===== config.mk =====
export PLATFORM = sky130hd
export DESIGN_NAME = uart_if
export DESIGN_NICKNAME = d
export VERILOG_FILES = /design/src/rtl/uart_pkg.sv /design/src/rtl/uart_rx.sv /design/src/rtl/uart_if.sv
export SDC_FILE = /design/constraint.sdc
export NUM_CORES = 1
export LEC_CHECK = 0
export ABC_AREA = 1
export BUFFER_PORTS_ARGS = -buffer_cell sky130_fd_sc_hd__buf_2
export CAP_MARGIN = 20
export CORE_ASPECT_RATIO = 0.75
export CORE_UTILIZATION = 40
export CTS_CLUSTER_SIZE = 28
export DETAILED_ROUTE_END_ITERATION = 8
export PLACE_DENSITY_LB_ADDON = 0.08
export SETUP_SLACK_MARGIN = 0.3
export SLEW_MARGIN = 20
export SYNTH_ARGS = -nofsm -noshare
export SYNTH_HDL_FRONTEND = slang
export SYNTH_HIERARCHICAL = 1
export SYNTH_SLANG_ARGS = --single-unit

===== constraint.sdc =====
create_clock -name clk -period 1.8 [get_ports clk]
set_clock_uncertainty 0.1 [all_clocks]
set_input_delay 0.09 -clock clk [delete_from_list [all_inputs] [get_ports clk]]
set_output_delay 0.09 -clock clk [all_outputs]
set_load 0.005 [all_outputs]

===== src/rtl/uart_pkg.sv =====
// Shared UART definitions: FSM state encoding and bit-timing helper.
package uart_pkg;

    typedef enum logic [1:0] {
        IDLE,
        START,
        DATA,
        STOP
    } uart_state_e;

    function automatic int unsigned clks_per_bit(input int unsigned clk_freq_hz,
                                                 input int unsigned baud);
        return clk_freq_hz / baud;
    endfunction

endpackage


===== src/rtl/uart_rx.sv =====
// 8N1 UART receiver: synchronizes rx, detects start edge, samples each bit mid-period.
module uart_rx #(
    parameter int unsigned CLKS_PER_BIT = 10416
) (
    input  logic       clk,
    input  logic       rst,
    input  logic       rx,
    output logic [7:0] rx_data,
    output logic       rx_valid,
    output logic       rx_frame_err
);
    import uart_pkg::*;

    localparam int unsigned CNT_W = (CLKS_PER_BIT > 1) ? $clog2(CLKS_PER_BIT) : 1;
    localparam logic [CNT_W-1:0] BIT_LAST  = CNT_W'(CLKS_PER_BIT - 1);
    localparam logic [CNT_W-1:0] HALF_LAST = CNT_W'(CLKS_PER_BIT / 2 - 1);

    uart_state_e      state_q, state_d;
    logic [CNT_W-1:0] cnt_q, cnt_d;
    logic [2:0]       bit_q, bit_d;
    logic [7:0]       shreg_q, shreg_d;
    logic [7:0]       data_q, data_d;
    logic             valid_q, valid_d;
    logic             ferr_q, ferr_d;
    logic [1:0]       sync_q;
    logic             prev_q;
    logic             rx_s;

    assign rx_s = sync_q[1];

    always_ff @(posedge clk) begin
        if (rst) begin
            sync_q  <= 2'b11;
            prev_q  <= 1'b1;
            state_q <= IDLE;
            cnt_q   <= '0;
            bit_q   <= '0;
            shreg_q <= '0;
            data_q  <= '0;
            valid_q <= 1'b0;
            ferr_q  <= 1'b0;
        end else begin
            sync_q  <= {sync_q[0], rx};
            prev_q  <= rx_s;
            state_q <= state_d;
            cnt_q   <= cnt_d;
            bit_q   <= bit_d;
            shreg_q <= shreg_d;
            data_q  <= data_d;
            valid_q <= valid_d;
            ferr_q  <= ferr_d;
        end
    end

    always_comb begin
        state_d = state_q;
        cnt_d   = cnt_q;
        bit_d   = bit_q;
        shreg_d = shreg_q;
        data_d  = data_q;
        valid_d = 1'b0;
        ferr_d  = 1'b0;
        unique case (state_q)
            IDLE: begin
                if (prev_q && !rx_s) begin
                    state_d = START;
                    cnt_d   = '0;
                end
            end
            START: begin
                // Re-check the line half a bit in; a high level means it was a glitch.
                if (cnt_q == HALF_LAST) begin
                    cnt_d   = '0;
                    bit_d   = '0;
                    state_d = rx_s ? IDLE : DATA;
                end else begin
                    cnt_d = cnt_q + 1'b1;
                end
            end
            DATA: begin
                if (cnt_q == BIT_LAST) begin
                    cnt_d   = '0;
                    shreg_d = {rx_s, shreg_q[7:1]};
                    bit_d   = bit_q + 1'b1;
                    if (bit_q == 3'd7) begin
                        state_d = STOP;
                    end
                end else begin
                    cnt_d = cnt_q + 1'b1;
                end
            end
            STOP: begin
                if (cnt_q == BIT_LAST) begin
                    cnt_d   = '0;
                    state_d = IDLE;
                    data_d  = shreg_q;
                    valid_d = rx_s;
                    ferr_d  = !rx_s;
                end else begin
                    cnt_d = cnt_q + 1'b1;
                end
            end
            default: state_d = IDLE;
        endcase
    end

    assign rx_data      = data_q;
    assign rx_valid     = valid_q;
    assign rx_frame_err = ferr_q;

endmodule


===== src/rtl/uart_if.sv =====
// Full-duplex 8N1 UART: inline transmitter plus uart_rx receiver.
module uart_if #(
    parameter int unsigned CLK_FREQ_HZ = 100_000_000,
    parameter int unsigned BAUD        = 9600
) (
    input  logic       clk,
    input  logic       rst,
    input  logic [7:0] tx_data,
    input  logic       tx_valid,
    output logic       tx_ready,
    output logic       tx,
    input  logic       rx,
    output logic [7:0] rx_data,
    output logic       rx_valid,
    output logic       rx_frame_err
);
    import uart_pkg::*;

    localparam int unsigned CLKS_PER_BIT = clks_per_bit(CLK_FREQ_HZ, BAUD);
    localparam int unsigned CNT_W = (CLKS_PER_BIT > 1) ? $clog2(CLKS_PER_BIT) : 1;
    localparam logic [CNT_W-1:0] BIT_LAST = CNT_W'(CLKS_PER_BIT - 1);

    uart_state_e      state_q, state_d;
    logic [CNT_W-1:0] cnt_q, cnt_d;
    logic [2:0]       bit_q, bit_d;
    logic [7:0]       shreg_q, shreg_d;
    logic             tx_q, tx_d;

    always_ff @(posedge clk) begin
        if (rst) begin
            state_q <= IDLE;
            cnt_q   <= '0;
            bit_q   <= '0;
            shreg_q <= '0;
            tx_q    <= 1'b1;
        end else begin
            state_q <= state_d;
            cnt_q   <= cnt_d;
            bit_q   <= bit_d;
            shreg_q <= shreg_d;
            tx_q    <= tx_d;
        end
    end

    // tx is registered from the next state so the line never glitches.
    always_comb begin
        state_d = state_q;
        cnt_d   = cnt_q;
        bit_d   = bit_q;
        shreg_d = shreg_q;
        tx_d    = tx_q;
        unique case (state_q)
            IDLE: begin
                tx_d = 1'b1;
                if (tx_valid) begin
                    state_d = START;
                    shreg_d = tx_data;
                    cnt_d   = '0;
                    tx_d    = 1'b0;
                end
            end
            START: begin
                if (cnt_q == BIT_LAST) begin
                    cnt_d   = '0;
                    bit_d   = '0;
                    state_d = DATA;
                    tx_d    = shreg_q[0];
                end else begin
                    cnt_d = cnt_q + 1'b1;
                end
            end
            DATA: begin
                if (cnt_q == BIT_LAST) begin
                    cnt_d = '0;
                    if (bit_q == 3'd7) begin
                        state_d = STOP;
                        tx_d    = 1'b1;
                    end else begin
                        bit_d   = bit_q + 1'b1;
                        shreg_d = {1'b0, shreg_q[7:1]};
                        tx_d    = shreg_q[1];
                    end
                end else begin
                    cnt_d = cnt_q + 1'b1;
                end
            end
            STOP: begin
                if (cnt_q == BIT_LAST) begin
                    cnt_d   = '0;
                    state_d = IDLE;
                end else begin
                    cnt_d = cnt_q + 1'b1;
                end
            end
            default: state_d = IDLE;
        endcase
    end

    assign tx_ready = (state_q == IDLE);
    assign tx       = tx_q;

    uart_rx #(
        .CLKS_PER_BIT(CLKS_PER_BIT)
    ) u_rx (
        .clk         (clk),
        .rst         (rst),
        .rx          (rx),
        .rx_data     (rx_data),
        .rx_valid    (rx_valid),
        .rx_frame_err(rx_frame_err)
    );

endmodule


==> flow_summary_export.csv <==
group,metric,value,unit
floorplan,die_w,110.4,um
flow_run,cap_violations,0,
floorplan,rows,29,
sta,slew_viol_final,0,
clock_tree,clkLatencyLatePin,330,ps
finish,area_growth,35.94,%
yosys,synthCells,524,
min_path,worstHoldPathCells,5,
min_path,min_to,"shreg_q[1]$_SDFFE_PP0P_",
critical_path,worst_setup_path_start_kind,"flop",
critical_path,cp.required,1930,ps
sta,timing.final.crit_share,85.12,%
placed_design,pre_cts_ws,94.23,ps
sta,max_freq,652.7,MHz
critical_path,r2r-end,"u_rx/cnt_q[1]$_SDFFE_PP0P_",
global_routing,grt_pass1_wl,14880,um
finish,num_antenna_cells,0,
floorplan,dieArea,0.009192,sq mm
clock_tree,cts_buffers,9,
status,outcome,"complete, no violations",
sta,setup_tns,0,ps
global_routing,overflow,0,
yosys,synth_top_cells_by_area,"dfxtp_1 39%, nand2_1 18%, a21oi_1 8.0%",
placed_design,port_buffers,23,
route,dr.pass1.iters,5,
yosys,synth_cell_types,34,
sta,slew_headroom,71.18,%
pwr,power_density,1055,mW/mm^2
critical_path,r2r_slack,270,ps
global_routing,grtUsageTotal,20.62,%
yosys,synth_area,0.003523,sq mm
sta,finalHoldViolations,0,
route,wl,9145,um
global_routing,grt_pass1_vias,3199,
sta,fin_crit,1532,ps
floorplan,ios,24,
sta,setup_viol,0,
clock_tree,cts_tree,"done",
clock_tree,clock-root-buffer,"clkbuf_16",
route,via_per_inst,5.014,
finish,fin_util,56.41,%
global_routing,antenna_found_initial,0,
clock_tree,clk_pin_slew_worst_paths,60,ps
critical_path,arrival,1660,ps
sta,worstMarginPinSlew,430.7,ps
global_routing,grt_max_degree,53,
yosys,ys_seq_elements,68,
min_path,hold_class,"in2reg",
yosys,synth_seq_area_share,38.64,%
floorplan,start_util,41.50,%
yosys,yosys.area.top_type_share,38.64,%
finish,fin_nets,616,
pwr,ir_drop,711.9,uV
pwr,leakage,1.981,nW
sta,grt_setup_unrepaired,"yes",
yosys,syn_avg_cell_area,6.724,sq um
sta,worst_slack,267.9,ps
min_path,hp-start,"tx_data[1]",
clock_tree,clock-sinks,68,
yosys,synth_top_area_cell,"dfxtp_1",
placed_design,hpwl,5761,um
floorplan,die_h,83.28,um
yosys,ys_warn_count,6,
route,drc,0,
route,wl_per_cell,12.95,um
floorplan,core,0.008491,sq mm
placed_design,place.gp.congestion,0.8516,
finish,layout_commonest_cell,"nand2_1",
finish,drive_gt1_share,32.61,%
clock_tree,clock_path_buffers,2,
route,antenna_left,0,
critical_path,reg2regPathDepth,12,
critical_path,crit_path_end_kind,"flop",
route,num_vias,3540,
finish,final_cell_mix,"157 x nand2_1, 49 x a21oi_1, 46 x dfxtp_1",
critical_path,r2r-start,"u_rx/cnt_q[0]$_SDFFE_PP0P_",
critical_path,path_max_fanout,7,
clock_tree,cts_max_level,3,
route,drtIter0Drc,143,
critical_path,criticalPathCategory,"reg2reg",
yosys,syn_nets,547,
[what timing repair did]
| action | CTS | global route |
|---|---|---|
| endpoints found under the setup margin | 64 | 63 |
| pin swaps | 18 | 28 |
| cloned | 3 | 1 |
| buffers inserted | 17 | 10 |
| endpoints found under the hold margin | 2 | 0 |
| resized for setup | 58 | 56 |
| hold buffers | 2 | 0 |
[metrics by stage]
stage	instance area [sq um]	cells	hold WS, ps	power, W
2_1_floorplan	3571	524	59.07	0.002568
3_3_place_gp	3871	657	177.4	0.002911
3_5_place_dp	3871	657	179.7	0.002915
4_1_cts	4524	695	6.797	0.004895
5_1_grt	4790	706	34.02	0.005350
6_report	4790	706	15.52	0.005051
[synth_stat cells, drive strengths merged]
master / count
or2: 3
dfxtp: 68
xor2: 2
nand4: 7
nand3b: 1
nand2: 178
nand3: 52
o21ai: 21
nor2: 43
buf: 6
o211ai: 1
a21oi: 60
clkbuf: 8
o21bai: 2
nor3: 7
ha: 11
a32o: 1
clkinv: 3
inv: 49
a31oi: 1
[cell families (layout without fill, tap and decap cells)]
kind of cell,Yosys count,after routing,share of synthesized area (%)
and+or+nand+nor,291,292,35.69
AOI/OAI and AO/OA,86,88,13.46
DFF,68,68,38.64
buffers and inverters,66,137,7.812
adders and majority gates,11,11,3.906
xor gates and xnor gates,2,2,0.4972
[cell type report]
| cell class | count | area, sq um |
|---|---|---|
| fillers | 795 | 3701 |
| inverters | 52 | 210.2 |
| flip-flops and latches | 68 | 1399 |
| well taps | 108 | 135.1 |
| multi-input cells | 393 | 2265 |
| repair inverters | 1 | 6.256 |
| clock inverters | 7 | 56.30 |
| clock buffers | 9 | 225.2 |
| repair buffers | 68 | 493.0 |
[power by group]
group          switching (W)  internal (W)  total [W]
Sequential         0.0000996       0.00166    0.00176
Clock               0.000728      0.000951    0.00168
Combinational       0.000924      0.000689    0.00161
[routing by layer]
metal | vias to the layer above | track usage [%] | share of wire (%)
met1 | 1608 | 30.38 | 50
met4 | 0 | 7.177 | 1.2
li1 | 1850 | - | -
met5 | - | 0 | 0
met2 | 71 | 29.25 | 43
met3 | 11 | 4.474 | 5.1
[flip-flops by register name, indices dropped and copies added, names as in the netlist, named ones only]
register / cells
tx: 1
cnt_q: 14
u_rx/state_q: 1
u_rx/shreg_q: 8
u_rx/prev_q: 1
shreg_q: 8
u_rx/cnt_q: 14
state_q: 2
u_rx/rx_data: 8
u_rx/rx_frame_err: 1
u_rx/sync_q: 2
u_rx/bit_q: 3
bit_q: 3
u_rx/rx_valid: 1
[critical path, stage by stage (launching register included)]
cell and delay [ps]:
dfxtp_4 360, ha_4 160, nand2_2 70, inv_2 60, nand2_1 40, nor2_1 110, nand2_2 90, nand2_4 130
nand2_8 100, nand2_1 70, nand2_1 40, nand2_1 60, inv_1 50
[worst max path at each step]
stage,end,start,slack (ps),depth (start not counted)
6_report,u_rx/cnt_q[1]$_SDFFE_PP0P_,u_rx/cnt_q[0]$_SDFFE_PP0P_,270,12
5_1_grt,u_rx/cnt_q[12]$_SDFFE_PP0P_,u_rx/cnt_q[4]$_SDFFE_PP0P_,210,8
4_1_cts,cnt_q[0]$_SDFFE_PP0P_,state_q[1]$_SDFFE_PP0P_,280,6
3_5_place_dp,shreg_q[4]$_SDFFE_PP0P_,state_q[0]$_SDFFE_PP0P_,90,7
3_3_place_gp,shreg_q[3]$_SDFFE_PP0P_,state_q[0]$_SDFFE_PP0P_,110,7
2_1_floorplan,shreg_q[0]$_SDFFE_PP0P_,state_q[0]$_SDFFE_PP0P_,300,7
No activity file was read; power rests on OpenSTA's default activity.
